===== src/rtl/video_timing_if.sv =====
// video_timing_if: raster timing bundle from the timing generator to the pixel stages
interface video_timing_if #(parameter int POS_W = 19);
  logic             hsync;
  logic             vsync;
  logic             blank;
  logic [POS_W-1:0] pixel_pos;
  logic [10:0]      x;
  logic [9:0]       y;
  logic             frame_start;
  logic             line_start;
  modport master(output hsync, vsync, blank, pixel_pos, x, y, frame_start, line_start);
  modport slave(input hsync, vsync, blank, pixel_pos, x, y, frame_start, line_start);
endinterface


===== src/rtl/video_timing_gen.sv =====
// video_timing_gen: free-running H/V counters producing sync, blank, coordinates and a linear pixel index
module video_timing_gen #(
  parameter int H_ACTIVE = 800,
  parameter int H_FP     = 40,
  parameter int H_SYNC   = 128,
  parameter int H_BP     = 88,
  parameter int V_ACTIVE = 600,
  parameter int V_FP     = 1,
  parameter int V_SYNC   = 4,
  parameter int V_BP     = 23,
  parameter int HS_POL   = 1,
  parameter int VS_POL   = 1,
  parameter int POS_W    = 19
) (
  input  logic           i_clk,
  input  logic           i_rst_n,
  input  logic           i_enable,
  video_timing_if.master vt
);
  localparam logic [11:0] H_ACT  = 12'(H_ACTIVE);
  localparam logic [11:0] H_HS   = 12'(H_ACTIVE + H_FP);
  localparam logic [11:0] H_HE   = 12'(H_ACTIVE + H_FP + H_SYNC);
  localparam logic [11:0] H_LAST = 12'(H_ACTIVE + H_FP + H_SYNC + H_BP - 1);
  localparam logic [10:0] V_ACT  = 11'(V_ACTIVE);
  localparam logic [10:0] V_VS   = 11'(V_ACTIVE + V_FP);
  localparam logic [10:0] V_VE   = 11'(V_ACTIVE + V_FP + V_SYNC);
  localparam logic [10:0] V_LAST = 11'(V_ACTIVE + V_FP + V_SYNC + V_BP - 1);
  localparam logic        HS_ACT = HS_POL != 0;
  localparam logic        VS_ACT = VS_POL != 0;
  if (H_FP < 1 || H_SYNC < 1 || H_BP < 1 || V_FP < 1 || V_SYNC < 1 || V_BP < 1) begin : g_bad_timing
    $error("video_timing_gen: every porch and sync width must be >= 1");
  end
  logic [11:0]      h_cnt, h_nxt;
  logic [10:0]      v_cnt, v_nxt;
  logic [POS_W-1:0] pos_cnt, pos_nxt;
  logic             h_wrap, v_wrap, active, hs_on, vs_on, last_px;
  logic             hsync_q, vsync_q, blank_q, fs_q, ls_q;
  logic [POS_W-1:0] pos_q;
  logic [10:0]      x_q;
  logic [9:0]       y_q;
  always_comb begin
    h_wrap  = h_cnt == H_LAST;
    v_wrap  = v_cnt == V_LAST;
    active  = (h_cnt < H_ACT) && (v_cnt < V_ACT);
    hs_on   = (h_cnt >= H_HS) && (h_cnt < H_HE);
    vs_on   = (v_cnt >= V_VS) && (v_cnt < V_VE);
    last_px = (h_cnt == H_ACT - 12'd1) && (v_cnt == V_ACT - 11'd1);
    h_nxt   = h_wrap ? '0 : h_cnt + 12'd1;
    v_nxt   = !h_wrap ? v_cnt : v_wrap ? '0 : v_cnt + 11'd1;
    pos_nxt = last_px ? '0 : active ? pos_cnt + POS_W'(1) : pos_cnt;
  end
  // outputs decode the pre-advance counters so every output shares one cycle of latency
  always_ff @(posedge i_clk or negedge i_rst_n) begin
    if (!i_rst_n) begin
      h_cnt   <= '0;
      v_cnt   <= '0;
      pos_cnt <= '0;
      hsync_q <= ~HS_ACT;
      vsync_q <= ~VS_ACT;
      blank_q <= 1'b1;
      pos_q   <= '0;
      x_q     <= '0;
      y_q     <= '0;
      fs_q    <= 1'b0;
      ls_q    <= 1'b0;
    end else if (i_enable) begin
      h_cnt   <= h_nxt;
      v_cnt   <= v_nxt;
      pos_cnt <= pos_nxt;
      hsync_q <= hs_on ~^ HS_ACT;
      vsync_q <= vs_on ~^ VS_ACT;
      blank_q <= !active;
      pos_q   <= active ? pos_cnt : '0;
      x_q     <= active ? h_cnt[10:0] : '0;
      y_q     <= active ? v_cnt[9:0] : '0;
      fs_q    <= (h_cnt == '0) && (v_cnt == '0);
      ls_q    <= h_cnt == '0;
    end
  end
  assign vt.hsync       = hsync_q;
  assign vt.vsync       = vsync_q;
  assign vt.blank       = blank_q;
  assign vt.pixel_pos   = pos_q;
  assign vt.x           = x_q;
  assign vt.y           = y_q;
  assign vt.frame_start = fs_q;
  assign vt.line_start  = ls_q;
endmodule


===== src/flat_wrapper.sv =====
// flat-port wrapper written by rule: the top's interface ports become plain ports
module video_timing_gen_flat 
#(
  parameter int H_ACTIVE = 800,
  parameter int H_FP     = 40,
  parameter int H_SYNC   = 128,
  parameter int H_BP     = 88,
  parameter int V_ACTIVE = 600,
  parameter int V_FP     = 1,
  parameter int V_SYNC   = 4,
  parameter int V_BP     = 23,
  parameter int HS_POL   = 1,
  parameter int VS_POL   = 1,
  parameter int POS_W    = 19
)
  (i_clk, i_rst_n, i_enable, vt_hsync, vt_vsync, vt_blank, vt_pixel_pos, vt_x, vt_y, vt_frame_start, vt_line_start);
  video_timing_if #(.POS_W(POS_W)) vt_i ();
  input  logic i_clk;
  input  logic i_rst_n;
  input  logic i_enable;
  output wire logic [$bits(vt_i.hsync)-1:0] vt_hsync;
  output wire logic [$bits(vt_i.vsync)-1:0] vt_vsync;
  output wire logic [$bits(vt_i.blank)-1:0] vt_blank;
  output wire logic [$bits(vt_i.pixel_pos)-1:0] vt_pixel_pos;
  output wire logic [$bits(vt_i.x)-1:0] vt_x;
  output wire logic [$bits(vt_i.y)-1:0] vt_y;
  output wire logic [$bits(vt_i.frame_start)-1:0] vt_frame_start;
  output wire logic [$bits(vt_i.line_start)-1:0] vt_line_start;
  assign vt_hsync = vt_i.hsync;
  assign vt_vsync = vt_i.vsync;
  assign vt_blank = vt_i.blank;
  assign vt_pixel_pos = vt_i.pixel_pos;
  assign vt_x = vt_i.x;
  assign vt_y = vt_i.y;
  assign vt_frame_start = vt_i.frame_start;
  assign vt_line_start = vt_i.line_start;
  video_timing_gen #(.H_ACTIVE(H_ACTIVE), .H_FP(H_FP), .H_SYNC(H_SYNC), .H_BP(H_BP), .V_ACTIVE(V_ACTIVE), .V_FP(V_FP), .V_SYNC(V_SYNC), .V_BP(V_BP), .HS_POL(HS_POL), .VS_POL(VS_POL), .POS_W(POS_W)) u_core (.i_clk(i_clk), .i_rst_n(i_rst_n), .i_enable(i_enable), .vt(vt_i));
endmodule

===== config.mk =====
export PLATFORM = sky130hd
export DESIGN_NAME = video_timing_gen_flat
export DESIGN_NICKNAME = d
export VERILOG_FILES = /design/src/rtl/video_timing_if.sv /design/src/rtl/video_timing_gen.sv /design/src/flat_wrapper.sv
export SDC_FILE = /design/constraint.sdc
export NUM_CORES = 1
export LEC_CHECK = 0
export ABC_CLOCK_PERIOD_IN_PS = 3700
export BUFFER_PORTS_ARGS = -buffer_cell sky130_fd_sc_hd__buf_2
export CORE_MARGIN = 3
export CORE_UTILIZATION = 52
export CTS_CLUSTER_SIZE = 25
export DETAILED_ROUTE_END_ITERATION = 8
export PLACE_DENSITY = 0.83
export SYNTH_ARGS = -nofsm -noshare
export SYNTH_HDL_FRONTEND = slang
export SYNTH_SLANG_ARGS = --single-unit

===== constraint.sdc =====
create_clock -name i_clk -period 3.7 [get_ports i_clk]
set_input_delay 0.185 -clock i_clk [delete_from_list [all_inputs] [get_ports i_clk]]
set_output_delay 0.185 -clock i_clk [all_outputs]
set_load 0.02 [all_outputs]

==> out/qor.txt <==
clock sinks = 87
diode count = 0
Die W = 95.9 um
post-CTS setup buffer count = 0
Post-synth EDFFs = 0
CP startpoint kind = register
sw power = 0.000687 W
Initial Utilization = 54.1%
Synth Flop Type = dfrtp_1
outcome = complete, but fails checks
met3 usage = 3.05%
# resized after CTS = 0
via count = 3443
Max Slew Vio Count = 0
drt first-iter violations = 255
drt pass-1 iters = 4
Root Buffer = clkbuf_8
Routed WL per cell = 15.6 um
CP Data Arrival Time = 2910 ps
syn_nets = 467
Non-Filler Instances = 598
die footprint = 9200 um2
core area = 7770 um2
Final Hold Viols = 4
All-Layer GR Usage = 22.1%
via/cell ratio = 5.76
clock share of power = 29.9%
Gate power share = 17.1%
Max VDD drop = 0.264 mV
largest net degree at the start of global routing = 103
grt met1 use = 28.6%
Final #Nets = 501
Inst Count DP = 583
post-synthesis sequential area ratio = 51.8%
switching share of power = 30.7%
Final Total Pwr = 0.00224 W
drt drc = 0
Register Area = 2180 um2
# port buffers = 47
initial antenna violation count = 0
post-route setup TNS = 0 ps
critical path startpoint = u_core.v_cnt[7]$_DFFE_PN0P_
worst rel slew slack = 29.0%
total wire length = 9.35 mm
P_int = 0.00155 W
GRT overflow = 0
first-pass GRT wire length = 15.9 mm
#FFs+latches synth = 87
area share of the largest cell type after synthesis = 51.2%
number of fill cells = 670
Avg Cell Area, Syn = 9.18 um2
leading post-synthesis cells by cell area = dfrtp_1 51%, o22ai_1 6.3%, nand2_1 5.2%
worst-path maximum fanout = 25
GRT met2 Usage = 36.5%
top cell type by total area after synthesis = dfrtp_1
hold buffer count at CTS = 0
FP Rows = 32
fmax = 0.369 GHz
worst r2r src = u_core.v_cnt[7]$_DFFE_PN0P_
Critical Path RT = 3900 ps
Hold Slack = -7.16 ps
Post-Syn Instances = 458
CTS tree = built
multi-input logic area = 1730 um2
Clock Latency Late Sink = 360 ps
final worst path period need = 2710 ps
share of power burned in registers = 53.0%
# setup viols final = 0
synthesis-to-finish area growth = 11.5%
RSZ-0062 raised after global routing = false
I/O pins = 48
GR peak layer = met2
top cells by count, synth = 86 x dfrtp_1, 58 x nand2_1, 52 x inv_1
number of global-route vias before repair = 3426
failing checks = hold timing
count leader, synth = dfrtp_1
HP Class = in2async
synthesized area = 4200 um2
Yosys cell types = 48
H-tree levels = 3
skew final = 11.8 ps
Die Span Y = 95.9 um
CP Capture Type = register
ys async rst share = 100%
Worst-path clk slew = 80 ps
GPL Wtd Cong = 0.894
CTS Buf Count = 9
layout cell share with drive strength beyond 1 = 14.3%
Worst-Margin Slew = 1070 ps
synth warn = 0
Final period util = 73.2%
max-cap viol count = 0
CTS Buffer Depth = 2
PD cells = 478 nW/um2
LEAKAGE = 2.16 nW
DP HPWL = 6.23 mm
critical path class = reg2reg
Antenna Nets Post-Route = 0
==> state kept, by name (all words and copies together), names as in the netlist <==
| signal | count |
|---|---|
| u_core.pos_cnt | 19 |
| u_core.vt.pixel_pos | 19 |
| u_core.h_cnt | 12 |
| u_core.v_cnt | 11 |
| u_core.vt.x | 11 |
| u_core.vt.y | 10 |
| u_core.vt.blank | 1 |
| u_core.vt.frame_start | 1 |
| u_core.vt.hsync | 1 |
| u_core.vt.line_start | 1 |
| u_core.vt.vsync | 1 |
==> worst paths after layout <==
| kind | end | slack, ps | cells past startpoint |
|---|---|---|---|
| min in group i_clk | u_core.vt.blank$_DFFE_PN1P_ | 360 | 5 |
| max in group asynchronous | u_core.h_cnt[8]$_DFFE_PN0P_ | 2990 | 1 |
| max reg2reg | u_core.vt.y[5]$_DFFE_PN0P_ | 990 | 5 |
| min | u_core.vt.x[2]$_DFFE_PN0P_ | -7 | 1 |
| max | u_core.vt.y[5]$_DFFE_PN0P_ | 990 | 5 |
| min reg2reg | u_core.pos_cnt[18]$_DFFE_PN0P_ | 480 | 1 |
==> cell usage in the layout (no fill, tap or decap), types with 2 or more instances in the layout <==
cell type,n
xor2_1,6
buf_2,46
ha_1,6
nor4_1,10
or4_1,4
nor4b_1,2
or2_2,3
inv_1,52
clkbuf_8,11
nand2b_1,8
o2bb2ai_1,2
o31ai_1,6
a21oi_1,10
dfrtp_1,86
nand2_1,58
mux2i_1,5
nor3_1,9
buf_4,4
xnor2_1,7
o21ai_0,21
a21o_1,5
and3_1,3
or3_1,7
o21ai_1,2
nand3_1,18
nor2_1,20
o22ai_1,42
a22o_1,4
nand4_1,14
nor2b_1,3
==> cell families (layout without fill, tap and decap cells) <==
kind of cell    Yosys count  count (layout)  share of synthesized area (%)
xor+xnor                 13              13                           2.71
compound gates          101             101                           15.2
mux                       6               6                           1.46
flops                    87              87                           51.8
simple gates            166             166                           19.9
fa+ha+maj                 6               6                           1.79
buf+inv                  79             117                           7.12
==> power by group through the flow <==
stage | Clock (W) | Sequential [W] | Combinational (W)
finish | 0.000669 | 0.00119 | 0.000382
global placement | 0 | 0.00119 | 0.000376
global route | 0.000721 | 0.00121 | 0.000430
detailed placement | 0 | 0.00120 | 0.000384
CTS | 0.000683 | 0.00118 | 0.000387
floorplan | 0 | 0.00123 | 0.000220
==> cell type report <==
| cell class | instances | share of cell area (%) |
|---|---|---|
| Inverter | 52 | 4.17 |
| Clock buffer | 12 | 3.31 |
| Clock inverter | 3 | 0.908 |
| Sequential cell | 87 | 46.5 |
| Tap cell | 102 | 2.72 |
| Timing Repair Buffer | 50 | 5.56 |
| Multi-Input combinational cell | 292 | 36.8 |
==> critical path, stage by stage (launching register included) <==
cell	delay (ps)
dfrtp_1	470
or2_2	340
nor4_1	620
or3_1	580
buf_4	380
o22ai_1	140
==> per-layer routing <==
metal	vias up	part of all wire (%)
li1	1662	-
met1	1647	44
met2	117	48
met3	17	5.2
met4	0	1.9
met5	-	0
==> per-stage QoR <==
| stage | utilization (%) | worst slack, ps | hold WS, ps | instance area [um2] |
|---|---|---|---|---|
| 6_report | 60.3 | 993 | -7.16 | 4680 |
| 5_1_grt | 60.3 | 808 | 126 | 4680 |
| 4_1_cts | 60.3 | 986 | 62.2 | 4680 |
| 3_5_place_dp | 57.8 | 1010 | 446 | 4490 |
| 3_3_place_gp | 57.8 | 1070 | 439 | 4490 |
| 2_1_floorplan | - | 1450 | -111 | 4200 |
No activity file was read; power rests on OpenSTA's default activity.
